## src/rtl/tx_symbols_pkg.sv

```systemverilog
// tx_symbols_pkg: K-symbol codes and inserter state shared by the SKP insertion path
package tx_symbols_pkg;
  localparam logic [7:0] COM_SYM = 8'hBC;
  localparam logic [7:0] SKP_SYM = 8'h1C;
  typedef enum logic {PASS, SEND_SKP} state_t;
endpackage

```

## src/rtl/skp_interval_timer.sv

```systemverilog
// skp_interval_timer: free-running interval counter feeding a saturating count of owed ordered sets
module skp_interval_timer #(
  parameter int SKP_INTERVAL = 1180,
  parameter int MAX_PENDING = 3
) (
  input  logic tx_clk,
  input  logic rst,
  input  logic enable,
  input  logic consume,
  output logic pending_nz
);
  localparam int TW = $clog2(SKP_INTERVAL);
  localparam int PW = $clog2(MAX_PENDING + 1);
  logic [TW-1:0] timer;
  logic [PW-1:0] pending;
  logic req;
  assign req = enable && timer == TW'(SKP_INTERVAL - 1);
  assign pending_nz = pending != '0;
  always_ff @(posedge tx_clk) begin
    if (rst || !enable) begin
      timer <= '0;
      pending <= '0;
    end else begin
      timer <= req ? '0 : timer + 1'b1;
      pending <= consume && !req ? pending - 1'b1 :
                 req && !consume && pending != PW'(MAX_PENDING) ? pending + 1'b1 : pending;
    end
  end
endmodule

```

## src/rtl/tx_skp_inserter.sv

```systemverilog
// tx_skp_inserter: injects COM + SKP_COUNT x SKP ordered sets into the pre-8b/10b stream between packets
module tx_skp_inserter
  import tx_symbols_pkg::*;
#(
  parameter int SKP_INTERVAL = 1180,
  parameter int SKP_COUNT = 3,
  parameter int MAX_PENDING = 3
) (
  input  logic       tx_clk,
  input  logic       rst,
  input  logic       skp_enable,
  input  logic       tx_in_packet,
  input  logic [7:0] data_in,
  input  logic       data_k_in,
  input  logic       data_valid_in,
  output logic       data_ready,
  output logic [7:0] data_out,
  output logic       data_k_out,
  output logic       data_valid_out,
  output logic       skp_inserted
);
  localparam int CW = $clog2(SKP_COUNT + 1);
  state_t state;
  logic [CW-1:0] skp_cnt;
  logic pending_nz;
  logic start;
  assign start = state == PASS && pending_nz && skp_enable && !tx_in_packet;
  assign data_ready = !rst && state == PASS && !start;
  skp_interval_timer #(
    .SKP_INTERVAL(SKP_INTERVAL),
    .MAX_PENDING(MAX_PENDING)
  ) u_timer (
    .tx_clk(tx_clk),
    .rst(rst),
    .enable(skp_enable),
    .consume(start),
    .pending_nz(pending_nz)
  );
  always_ff @(posedge tx_clk) begin
    if (rst) begin
      state <= PASS;
      skp_cnt <= '0;
      data_out <= '0;
      data_k_out <= 1'b0;
      data_valid_out <= 1'b0;
      skp_inserted <= 1'b0;
    end else if (state == SEND_SKP) begin
      data_out <= SKP_SYM;
      data_k_out <= 1'b1;
      data_valid_out <= 1'b1;
      skp_inserted <= 1'b0;
      skp_cnt <= skp_cnt + 1'b1;
      if (skp_cnt == CW'(SKP_COUNT - 1)) state <= PASS;
    end else if (start) begin
      data_out <= COM_SYM;
      data_k_out <= 1'b1;
      data_valid_out <= 1'b1;
      skp_inserted <= 1'b1;
      skp_cnt <= '0;
      state <= SEND_SKP;
    end else begin
      skp_inserted <= 1'b0;
      data_valid_out <= data_valid_in;
      if (data_valid_in) begin
        data_out <= data_in;
        data_k_out <= data_k_in;
      end
    end
  end
endmodule

```

## config.mk

```make
export PLATFORM = sky130hd
export DESIGN_NAME = tx_skp_inserter
export DESIGN_NICKNAME = d
export VERILOG_FILES = /design/src/rtl/tx_symbols_pkg.sv /design/src/rtl/skp_interval_timer.sv /design/src/rtl/tx_skp_inserter.sv
export SDC_FILE = /design/constraint.sdc
export NUM_CORES = 1
export LEC_CHECK = 0
export ABC_AREA = 0
export ABC_CLOCK_PERIOD_IN_PS = 2900
export CAP_MARGIN = 15
export CORE_ASPECT_RATIO = 0.75
export CORE_MARGIN = 4
export CORE_UTILIZATION = 48
export CTS_CLUSTER_DIAMETER = 200
export CTS_CLUSTER_SIZE = 40
export DETAILED_ROUTE_END_ITERATION = 10
export HOLD_SLACK_MARGIN = 0.1
export PLACE_DENSITY_LB_ADDON = 0.15
export SLEW_MARGIN = 15
export SYNTH_ARGS = -nofsm -noshare
export SYNTH_HDL_FRONTEND = slang
export SYNTH_SLANG_ARGS = --single-unit
export TNS_END_PERCENT = 5
```

## constraint.sdc

```tcl
create_clock -name tx_clk -period 2.9 [get_ports tx_clk]
set_input_delay 0.87 -clock tx_clk [delete_from_list [all_inputs] [get_ports tx_clk]]
set_output_delay 0.87 -clock tx_clk [all_outputs]
set_load 0.005 [all_outputs]
```

Word-level counts from Yosys, hierarchy flattened. Index checks and enable logic that the tools add are counted.

Flip-flop bits (word level): 27. Bits of input ports: 14.

$add $sub $neg: 4. Equal/unequal tests: 3. Mux-type cells: 15. Bitwise operators: 1. Reductions and logical operators: 23.

Operators with widths (number): 8-bit two-way mux (2); 11-bit by 1-bit adder with 11-bit output (second input constant) (1); 11-bit equality test (second input constant) (1); 1-bit logical AND (9); 1-bit two-way mux (8); 2-bit two-way mux (4); 2-bit nonzero test (4); 1-bit logical NOT (5); 5-bit two-way mux (1); 2-bit by 1-bit adder with 2-bit output (second input constant) (2); 2-bit OR reduction (2); 3-bit nonzero test (1); 3-bit OR reduction (1); 2-bit equality test (second input constant) (1); 2-bit != test (second input constant) (1); 2-bit by 1-bit subtractor with 2-bit output (second input constant) (1); 1-bit logical OR (1); 1-bit inverter (1).

Logic depth before layout (Yosys ltp). Gate-level depths: netlist (run 1).

Depth in word-level cells: 9. Mapped depth: 6.

By module. From an unflattened synthesis (run 1), not the netlist that was laid out.

Cells, all modules: 118. Area, all modules: 1199.9 sq um.

By module, submodules not included: tx_skp_inserter (times used 1, cells an instance 54, area each 603.1 sq um, sequential area each 280.3 sq um); skp_interval_timer (times used 1, cells an instance 64, area each 596.8 sq um, sequential area each 260.2 sq um).

Worst setup path after synthesis (run 1). OpenSTA, ideal clock, no wires.

Kind: input -> output. Start: in tx_in_packet. End: out data_ready. Data arrival time: 1717 ps. Data required time: 2030 ps. Slack: 313 ps. Stages on the path: 4. Buffers on the path: 1. Cells stage by stage: or4b_4 -> buf_6 -> nand2b_1 -> nor2_1.

Cells in the longest elaborated chain, start to end: 4.

Ends and longest elaborated chain: from (decl) (RTL line tx_skp_inserter.sv:12) `input logic tx_in_packet,`; 1-bit logical NOT (RTL line tx_skp_inserter.sv:27) `assign start = state == PASS && pending_nz && skp_enable && !tx_in_packet;`; 1-bit logical AND (RTL line tx_skp_inserter.sv:27); 1-bit logical NOT (RTL line tx_skp_inserter.sv:28) `assign data_ready = !rst && state == PASS && !start;`; 1-bit logical AND (RTL line tx_skp_inserter.sv:28); to (decl) (RTL line tx_skp_inserter.sv:16) `output logic data_ready,`.

Every way passes these cells.

Final worst setup path (run 1). Same ends and word-level chain as after synthesis.

==> metrics.txt, run 1 <==
r2r startpoint u_timer.timer[7]; EDFF count, synth 0; TritonRoute pass-1 iters 4; status completed; Root Buffer Master clkbuf_4; mapped cell area around 1100 um2; post-CTS setup buffers 0; final setup vio count 0; crit-path cells dlygate4sd2_1 -> or4b_4 -> nand2b_4 -> nor2_1 -> clkbuf_2; RSZ-0062 raised after global routing no; Avg WL per Cell 12.4 um; Initial DRC Count 23; asr flop ratio synth 0; actual slew at the worst max-slew pin 0.568 ns; Routed WL 2180 um; antenna viol nets, final 0; pre-CTS setup slack -0.430 ns; final worst-path cycle share 0.962; Synth Net Count around 130; FF-to-FF setup slack 1.21 ns; Die Ht 49.9 um; leak pwr ~0.54 nW; Setup crit end kind output port; Post-Route Utilization 0.672; Min-Delay Path Class flop to flop; CTS tree built; Worst Skew between 0.002 and 0.0025 ns; area taken by multi-input logic gates 541 um2; die area about 3200 um2; slew margin rel. 0.620; R2R cell count 5; first-pass GRT wire length 3670 um; n_diodes 0; commonest cells after routing, fill and taps aside dfxtp_1, clkdlybuf4s50_1, nor2_1; CTS hold repair buffers 0; Syn Area/Cell around 9.5 um2; Final nets 161; Main synth FF type dfxtp_1; # rows 14; crit path launch type input port; Pins Over Slew Limit 0; Area growth syn-to-layout 26.9%; Hold Path Sink u_timer.timer[0]; clock slew at reported path FFs 0.13 ns; number of port buffers 25; Pwr per Cell Area between 400 and 500 nW/um2; Overall Global Routing Usage 0.148; largest stage delay on the critical path 0.56 ns; vias in the first global route 752; Tmin final 2.79 ns; vias after detailed routing 859; Netlist cell types 26; post-detail-place hpwl 1680 um; initial core utilization 0.530; worst skew pair latency between 0.3 and 0.4 ns; largest net degree at the start of global routing 16; YS warnings 0; WS Path Type input port to output port; Seq/Total Area, Yosys 0.482; initial antenna violation count 0; commonest non-fill, non-tap cell in the layout dfxtp_1; Max Buffers Root-to-Sink 2; die width 63.8 um; Clock Sink Count 27; synthesized flop and latch total 27; crit path DAT 1.92 ns; Cells after Synth between 100 and 150; final hold viol count 0; drt drc 0; Max FO, Critical Path 2; MaxCap Viol Count 0; layout cell share with drive strength beyond 1 0.0833; fmax between 300 and 400 MHz; Critical Path RT 2.03 ns; via density per instance approximately 4.9; Top-Level Pins 26; Remaining Overflow, GRT 0; Final WS setup between 0.1 and 0.15 ns; Sequential Area 541 um2; min-delay src u_timer.timer[0]; CTS H-tree lvls 1; Reg-to-Reg End u_timer.pending[0]; Filler Cells Inserted 171; total core area 2120 um2; Routability Congestion about 0.76; Crit-path slowest cell or4b_4; Max VDD drop 0.000367 V; Worst Hold Depth 1; TritonCTS Buffers 3
-- layout make-up --
cell class / instances / area share
Clock buffer: 4 / 0.0185
Inverter: 3 / 0.00791
Multi-Input combinational cell: 82 / 0.380
Sequential cell: 27 / 0.380
Tap cell: 32 / 0.0281
Timing Repair Buffer: 28 / 0.186
-- metal layers --
layer	track usage	routed length, um	share of wire	vias to the layer above
met5	0	0	0	-
met4	0.0323	14	0.0064	0
met3	0.0455	105	0.048	2
met2	0.221	983	0.45	15
met1	0.207	1080	0.49	392
li1	-	-	-	450
-- Yosys cell counts (3+ instances only) --
cell,instances,area [um2]
nand2_1,6,22.5
xnor2_1,4,35.0
inv_1,3,11.3
mux2i_1,10,100
a21oi_1,6,30.0
nand3_1,3,15.0
xor2_1,5,43.8
dfxtp_1,27,541
and3_1,4,25.0
nand2b_1,4,25.0
nor2_1,21,78.8
nor3_1,4,20.0
clkbuf_1,4,15.0
-- kinds of logic (layout without fill, tap and decap cells) --
group           Yosys count  count (layout)  share of synthesized area
flops                    27              27                      0.482
compound gates           11              11                     0.0602
fa+ha+maj                 2               2                     0.0223
buf+inv                   9              35                     0.0435
mux                      11              11                     0.0992
simple gates             49              49                      0.223
xor+xnor                  9               9                     0.0702
-- per-stage QoR --
step	cell area (um2)	instances	hold slack, ns	power, mW	TNS [ns]
floorplan	1120	118	0.418	0.417	0
global placement	1400	172	0.434	0.457	-0.417
detailed placement	1400	172	0.441	0.458	-0.430
CTS	1430	176	0.464	0.614	0
global route	1420	176	0.495	0.641	0
finish	1420	176	0.459	0.603	0
-- worst max path at each step --
| stage | from | to | slack (ns) | cells past startpoint |
|---|---|---|---|---|
| finish | tx_in_packet | data_ready | 0.11 | 5 |
| global route | tx_in_packet | data_ready | 0.08 | 5 |
| CTS | tx_in_packet | data_ready | 0.01 | 5 |
| detailed placement | skp_enable | data_ready | -0.43 | 5 |
| global placement | skp_enable | data_ready | -0.42 | 5 |
| floorplan | tx_in_packet | data_ready | 0.31 | 4 |
-- worst max-delay path, delay by kind of cell --
kind	cells	cell delay, ns
buf+inv	2	0.37
simple gates	3	0.69
-- state kept, by name, summed over array words and instances, names as in the netlist --
signal           cells
state                1
skp_inserted         1
skp_cnt              2
data_valid_out       1
data_out             8
u_timer.pending      2
u_timer.timer       11
data_k_out           1
-- timing repair --
| action | CTS | global route |
|---|---|---|
| endpoints found under the setup margin | 1 | 1 |
| pin swaps | 1 | 1 |
| gates resized for setup | 4 | 2 |
-- report_power, final --
| part | switching (mW) | total, mW | internal (mW) |
|---|---|---|---|
| registers | 0.00458 | 0.385 | 0.381 |
| logic | 0.0233 | 0.0629 | 0.0397 |
| clock network | 0.101 | 0.155 | 0.0538 |
(Power assumes the default switching activity.)
==> run 2: changes to the inputs <==
--- a/config.mk
+++ b/config.mk
@@ -9,7 +9,6 @@
 export ABC_CLOCK_PERIOD_IN_PS = 2900
 export CAP_MARGIN = 15
 export CORE_ASPECT_RATIO = 0.75
-export CORE_MARGIN = 4
 export CORE_UTILIZATION = 48
 export CTS_CLUSTER_DIAMETER = 200
 export CTS_CLUSTER_SIZE = 40
==> run 2 against run 1 <==
Against the previous run:
- count of clock-buffer cells in the layout is the same
- register-to-register slack gained 0.06 ns
- via count grew 0.35%
- die area shrank 20%
- combinational power is essentially flat
- total power grew 0.23%
- largest cell class unchanged
- non-clock buffer count grew 1
- highest routed layer unchanged
- hold slack gained 0.0032 ns
- core utilization grew 0.44 points
- cell area shrank 0.18%
==> metrics.txt, run 2 (same netlist as run 1, synthesis figures left out) <==
status completed; first-pass GRT wire length 3640 um; Tmin final 2.80 ns; number of port buffers 25; vias in the first global route approximately 850; min-delay src u_timer.timer[0]; actual slew at the worst max-slew pin 0.553 ns; Pwr per Cell Area approximately 430 nW/um2; DP Cell Count 164; worst skew pair latency 0.31 ns; area taken by multi-input logic gates 541 um2; crit-path cells dlygate4sd2_1 -> or4b_4 -> nand2b_4 -> nor2_1 -> clkbuf_2; crit path DAT about 1.9 ns; initial antenna violation count 0; CTS tree built; die width 57.8 um; biggest regs u_timer.timer x11, data_out x8; Clock Sink Count 27; clock slew at reported path FFs between 0.1 and 0.15 ns; layout cell share with drive strength beyond 1 0.0897; Top-Level Pins 26; WS Path Type input port to output port; Largest register FFs 11; Filler Cells Inserted 176; Worst Skew 0.00176 ns; Final TNS setup 0 ns; commonest non-fill, non-tap cell in the layout dfxtp_1; Reg with most FFs u_timer.timer; Reg-to-Reg End u_timer.pending[0]; die area approximately 2500 um2; CTS hold repair buffers 0; Crit-path slowest cell or4b_4; R2R cell count 6; initial core utilization 0.534; Min-Delay Path Class flop to flop; TritonCTS Buffers 3; commonest cells after routing, fill and taps aside dfxtp_1, clkdlybuf4s50_1, nor2_1; final worst-path cycle share 0.964; Final nets 162; Routability Congestion approximately 0.73; Hold Path Sink u_timer.timer[0]; Max FO, Critical Path 2; Max VDD drop about 0.00039 V; MaxCap Viol Count 0; antenna viol nets, final 0; Finished Layout Cells roughly 170; Max Buffers Root-to-Sink 2; Root Buffer Master clkbuf_4; TritonRoute pass-1 iters 6; Setup crit end kind output port; Area growth syn-to-layout 26.6%; Worst Hold Depth 1; Critical Path RT ~2.0 ns; Initial DRC Count 27; total core area 2100 um2; CTS H-tree lvls 1; Pins Over Slew Limit 0; Die Ht ~44 um; Overall Global Routing Usage 0.192; post-detail-place hpwl around 1700 um; Avg WL per Cell 12.9 um; final setup vio count 0; Remaining Overflow, GRT 0; slew margin rel. 0.630; largest stage delay on the critical path 0.56 ns; Routed WL approximately 2200 um; fmax 358 MHz; RSZ-0062 raised after global routing no; n_diodes 0; FF-to-FF setup slack 1.27 ns; r2r startpoint u_timer.timer[0]; leak pwr 0.550 nW; vias after detailed routing around 860; largest net degree at the start of global routing 16; final hold viol count 0; Sequential Area between 500 and 600 um2; drt drc 0; # rows 14; via density per instance a little over 5; crit path launch type input port
run 2: worst max-delay path: cells and delay by family:
family	cells	cell delay, ns
buffers and inverters	2	0.37
and+or+nand+nor	3	0.69
run 2: layout make-up:
type,instances,area share
sequential,27,0.380
inverter,3,0.00792
tap,24,0.0211
multi-input combinational,82,0.380
timing repair buffer,29,0.192
clock buffer,4,0.0185
run 2: worst max path at each step:
stage | from | endpoint | slack, ns | cells after the start
2_1_floorplan | tx_in_packet | data_ready | 0.31 | 4
3_3_place_gp | skp_enable | data_ready | -0.41 | 5
3_5_place_dp | skp_enable | data_ready | -0.43 | 5
4_1_cts | tx_in_packet | data_ready | 0.01 | 5
5_1_grt | tx_in_packet | data_ready | 0.09 | 5
6_report | tx_in_packet | data_ready | 0.10 | 5
run 2: power by group:
group          internal [mW]  switching [mW]  total, mW
registers              0.381         0.00467      0.385
clock network         0.0538           0.102      0.156
logic                 0.0396          0.0231     0.0627
run 2: stage by stage:
stage | instance area [um2] | power [mW] | hold slack [ns] | worst slack (ns) | utilization
CTS | 1420 | 0.613 | 0.463 | 0.0147 | 0.674
global route | 1420 | 0.638 | 0.522 | 0.0877 | 0.676
finish | 1420 | 0.604 | 0.462 | 0.105 | 0.676
global placement | 1390 | 0.456 | 0.432 | -0.409 | 0.660
detailed placement | 1390 | 0.458 | 0.445 | -0.427 | 0.660
floorplan | 1120 | 0.417 | 0.418 | 0.313 | -
run 2: timing repair:
item                       in CTS  in global routing
setup buffers                   0                  1
pin swaps                       1                  1
setup endpoints to repair       1                  1
resized for setup               4                  2
run 2: layer usage:
| layer | GRT usage | vias up | routed length, um |
|---|---|---|---|
| met3 | 0.0627 | 2 | 98 |
| met1 | 0.257 | 390 | 1080 |
| met2 | 0.306 | 16 | 988 |
| met4 | 0.0429 | 0 | 13 |
| li1 | - | 454 | - |
| met5 | 0 | - | 0 |
